`config.mk`:
```
export PLATFORM = sky130hd
export DESIGN_NAME = f_stage
export DESIGN_NICKNAME = d
export VERILOG_FILES = /design/src/rtl/f_stage_pkg.sv /design/src/rtl/f_stage.sv
export SDC_FILE = /design/constraint.sdc
export NUM_CORES = 1
export LEC_CHECK = 0
export ABC_AREA = 0
export CORE_MARGIN = 2
export CORE_UTILIZATION = 50
export CTS_BUF_LIST = sky130_fd_sc_hd__clkbuf_4
export DETAILED_ROUTE_END_ITERATION = 16
export PLACE_DENSITY = 0.89
export SLEW_MARGIN = 20
export SYNTH_ARGS = -nofsm -noshare
export SYNTH_HDL_FRONTEND = slang
export SYNTH_SLANG_ARGS = --single-unit
```
`constraint.sdc`:
```
create_clock -name clk -period 3.5 [get_ports clk]
set_input_delay 0.525 -clock clk [delete_from_list [all_inputs] [get_ports clk]]
set_output_delay 0.525 -clock clk [all_outputs]
set_load 0.02 [all_outputs]
```
`src/rtl/f_stage_pkg.sv`:
```
// rtl/f_stage_pkg.sv - shared CPU constants and fetch state encoding
package f_stage_pkg;

  localparam logic [31:0] DEFAULT_RESET_PC  = 32'h0000_3000;
  localparam logic [31:0] DEFAULT_NOP_INSTR = 32'h0000_0000;

  typedef enum logic {
    REQ  = 1'b0,
    HAVE = 1'b1
  } fetch_state_t;

  // Clears the byte-offset bits so every stored fetch target is a word address.
  function automatic logic [31:0] word_align(input logic [31:0] addr);
    return addr & 32'hFFFF_FFFC;
  endfunction

endpackage

```
`src/rtl/f_stage.sv`:
```
// rtl/f_stage.sv - MIPS fetch stage: PC register, imem handshake, delay-slot redirects
module f_stage
  import f_stage_pkg::*;
#(
  parameter logic [31:0] RESET_PC  = DEFAULT_RESET_PC,
  parameter logic [31:0] NOP_INSTR = DEFAULT_NOP_INSTR
) (
  input  logic        clk,
  input  logic        reset,
  input  logic        en,
  input  logic        redirect,
  input  logic [31:0] redirect_pc,
  output logic        imem_req,
  output logic [31:0] imem_addr,
  input  logic        imem_ready,
  input  logic [31:0] imem_rdata,
  output logic [31:0] PC,
  output logic [31:0] PC8,
  output logic [31:0] instr,
  output logic        fetch_valid
);

  fetch_state_t state_q, state_d;
  logic [31:0]  pc_q, pc_d;
  logic [31:0]  ibuf_q, ibuf_d;
  logic         pend_valid_q, pend_valid_d;
  logic [31:0]  pend_pc_q, pend_pc_d;

  assign PC          = pc_q;
  assign PC8         = pc_q + 32'd8;
  assign imem_addr   = pc_q;
  assign fetch_valid = (state_q == HAVE);
  assign instr       = fetch_valid ? ibuf_q : NOP_INSTR;
  assign imem_req    = (state_q == REQ) && reset;

  // Next-state logic: capture on ready, advance PC on transfer, remember redirects that arrive before the delay slot.
  always_comb begin
    state_d      = state_q;
    pc_d         = pc_q;
    ibuf_d       = ibuf_q;
    pend_valid_d = pend_valid_q;
    pend_pc_d    = pend_pc_q;
    case (state_q)
      REQ: begin
        // Capture does not depend on en: the buffer just fills while F/D may be stalled.
        if (imem_ready) begin
          ibuf_d  = imem_rdata;
          state_d = HAVE;
        end
        // Branch moved on to E before its delay slot arrived; apply the target after the slot transfers.
        if (en && redirect) begin
          pend_valid_d = 1'b1;
          pend_pc_d    = word_align(redirect_pc);
        end
      end
      HAVE: begin
        // With en low the branch in D is stalled too and will re-assert redirect later.
        if (en) begin
          if (redirect)          pc_d = word_align(redirect_pc);
          else if (pend_valid_q) pc_d = pend_pc_q;
          else                   pc_d = pc_q + 32'd4;
          pend_valid_d = 1'b0;
          state_d      = REQ;
        end
      end
      default: state_d = REQ;
    endcase
  end

  // State registers with synchronous active-low reset; imem_ready is ignored during reset.
  always_ff @(posedge clk) begin
    if (!reset) begin
      state_q      <= REQ;
      pc_q         <= RESET_PC;
      ibuf_q       <= 32'h0;
      pend_valid_q <= 1'b0;
      pend_pc_q    <= 32'h0;
    end else begin
      state_q      <= state_d;
      pc_q         <= pc_d;
      ibuf_q       <= ibuf_d;
      pend_valid_q <= pend_valid_d;
      pend_pc_q    <= pend_pc_d;
    end
  end

endmodule
```
==> metrics <==
post-route ant nets 0; global-route wire length before repair 24800 µm; CP Data Arrival Time 2.85 ns; Detailed Route WL 15700 µm; start point of the worst min-delay path ibuf_q[25]$_SDFFE_PN0P_; CTS tree yes; Placed Cells 998; Async S/R FF share, synth 0; Clock Sinks 94; flop2flop setup slack 1.06 ns; Max Cap Viol 0; crit path max-delay cell type clkdlybuf4s50_1; delay-heaviest family, CP simple AND/OR/NAND/NOR gates; antenna violations before repair 1; reg2reg start PC[4]$_SDFFE_PN0P_; final setup TNS 0 ns; CTS Hold Bufs 0; Worst setup SP type flip-flop; Seq cells post-synth 94; Root Driver clkbuf_4; Avg Inst Size Synth 7.28 µm²; Hold Violations, Final 0; share of cells above drive strength 1 0.0606; clock tree buffer depth 2; Placer Congestion 0.868; Hold Path Depth 2; largest net degree at the start of global routing 79; initial drt markers 493; run status finished clean; GRT Util Overall 0.264; Setup Buffers After CTS 0; Die Y 108 µm; kind of critical path flip-flop to output port; Worst-Skew Late Latency 0.45 ns; number of buffers created by CTS 9; skew final 0.0203 ns; H-tree levels 3; Finished Layout Cells 1015; DIE AREA 11700 µm²; Hold Crit Class flip-flop to flip-flop; Mapped Cells 745; leak pwr 2.65 nW; Power, Total 2.36 mW; R2R depth 6; vias 5715; relative max-transition margin 0.421; detailed placement HPWL 11000 µm; clock transition at the registers of the reported paths 0.16 ns; fin util 0.682; Hold Path Sink ibuf_q[25]$_SDFFE_PN0P_; cells along the critical path and3_1 > nand4_1 > nand4b_1 > nor2_1 > xor2_1 > clkdlybuf4s50_1; critical path endpoint category output port; Port Buffers 190; Worst-Margin Slew 0.869 ns; slowest stage delay, CP 0.63 ns; DR vias/cell 5.63; final max-slew violation count 0; vias in the first global route 5054; IO Count 199; highest achievable clock rate 297 MHz; nets@finish 940; most frequent cells in the layout 190 x clkdlybuf4s50_1, 175 x nand2_1, 101 x a21oi_1, 89 x dfxtp_1, 38 x and2_1; grt total ovfl 0; # rows 38; post-synth design cell area 5420 µm²; final setup fails 0; area grow syn2layout 34.5%; Cell Pwr Density 324 nW/µm²; commonest non-fill, non-tap cell in the layout clkdlybuf4s50_1; final worst path period share 0.963; VDD IR max 0.234 mV; core area 10700 µm²; CP required 2.97 ns; Synthesis Warnings 0; Primary FF master, synth dfxtp_1; RSZ-0062 raised after global routing yes; CP max FO 9; Final min period 3.37 ns; Worst Path Buf+Inv 1; Pre-Repair DR Iteration Count 5; average wire per standard cell 15.5 µm; EDFF count, synth 0; Die Wd 108 µm; Initial Util 0.507; Yosys cell types 59; Remaining DRCs 0; FF-to-FF End PC[29]$_SDFFE_PN0P_; Final WS setup 0.129 ns; sequential element share of the synthesized area 0.347; DP Worst Slack 0.557 ns
[synth_stat cells (4+ instances only)]
master,n,area (µm²)
xor2_1,16,140
mux2i_1,5,50.1
nand4_1,10,62.6
and2_1,38,238
nor3_1,5,25.0
and3_1,15,93.8
nand2b_1,4,25.0
nand3_1,18,90.1
buf_1,4,15.0
clkbuf_1,47,176
o211ai_1,6,45.0
o21ai_0,29,145
inv_1,7,26.3
buf_2,7,35.0
nor2_1,29,109
and4_1,6,52.6
dfxtp_1,94,1880
a221oi_1,4,35.0
buf_4,43,323
o311ai_0,7,61.3
nand2_1,175,657
xnor2_1,18,158
a21oi_1,101,505
a31oi_1,6,37.5
[repair_timing]
action | CTS | global route
resized for setup | 0 | 6
endpoints found under the hold margin | 0 | 0
setup endpoints to repair | 0 | 7
[worst min-delay path, delay by kind of cell, from the launching register on]
kind	cells	cell delay, ns
AOI/OAI and AO/OA	1	0.05
DFF	1	0.33
and+or+nand+nor	1	0.05
[through the flow]
step	hold slack [ns]	area (µm²)
2_1_floorplan	0.431	5440
6_report	0.461	7290
3_3_place_gp	0.437	7120
3_5_place_dp	0.442	7120
4_1_cts	0.460	7280
5_1_grt	0.481	7290
[flip-flops by register name (all words and copies together), names as in the netlist]
| name | cells |
|---|---|
| ibuf_q | 32 |
| PC | 30 |
| pend_pc_q | 30 |
| fetch_valid | 1 |
| pend_valid_q | 1 |
[where the power goes]
group	leakage [nW]	total [mW]	internal [mW]	switching (mW)
combinational	1.80	0.507	0.237	0.270
sequential	0.770	1.18	1.12	0.0524
clock	0.0786	0.678	0.291	0.387
[worst max-delay path by stage]
stage | from | to | cells after the start | slack [ns]
after global placement | PC[4]$_SDFFE_PN0P_ | PC8[31] | 6 | 0.62
after floorplan | PC[8]$_SDFFE_PN0P_ | PC8[16] | 8 | 0.95
after global routing | PC[4]$_SDFFE_PN0P_ | PC8[17] | 6 | -0.002
after CTS | PC[4]$_SDFFE_PN0P_ | PC8[31] | 6 | 0.03
final | PC[19]$_SDFFE_PN0P_ | PC8[31] | 6 | 0.13
after detailed placement | PC[4]$_SDFFE_PN0P_ | PC8[31] | 6 | 0.56
[metal layers]
| layer | vias to the layer above | routed length, µm | GRT usage |
|---|---|---|---|
| met2 | 326 | 7180 | 0.413 |
| met1 | 2609 | 6270 | 0.340 |
| met5 | - | 0 | 0 |
| li1 | 2742 | - | - |
| met4 | 0 | 413 | 0.103 |
| met3 | 38 | 1840 | 0.0814 |
[cell type report]
type | count | area (µm²)
clock buffers | 9 | 67.6
multi-input cells | 546 | 2980
diodes | 1 | 2.50
fillers | 921 | 3400
inverters | 8 | 30.0
clock inverters | 7 | 96.3
repair buffers | 210 | 2050
flip-flops and latches | 94 | 1890
well taps | 140 | 175
[kinds of logic (layout without fill, tap and decap cells)]
kind of cell             Yosys count  in the layout  synth area share
other                              1              7          0.000691
AO/OA/AOI/OAI                    180            180             0.197
XOR/XNOR                          34             34            0.0549
adder cells (fa/ha/maj)            2              2           0.00461
AND/OR/NAND/NOR                  319            319             0.279
buffers and inverters            110            234             0.108
multiplexers                       5              5           0.00923
flip-flops                        94             94             0.347
Power figures use the tool's default switching activity.
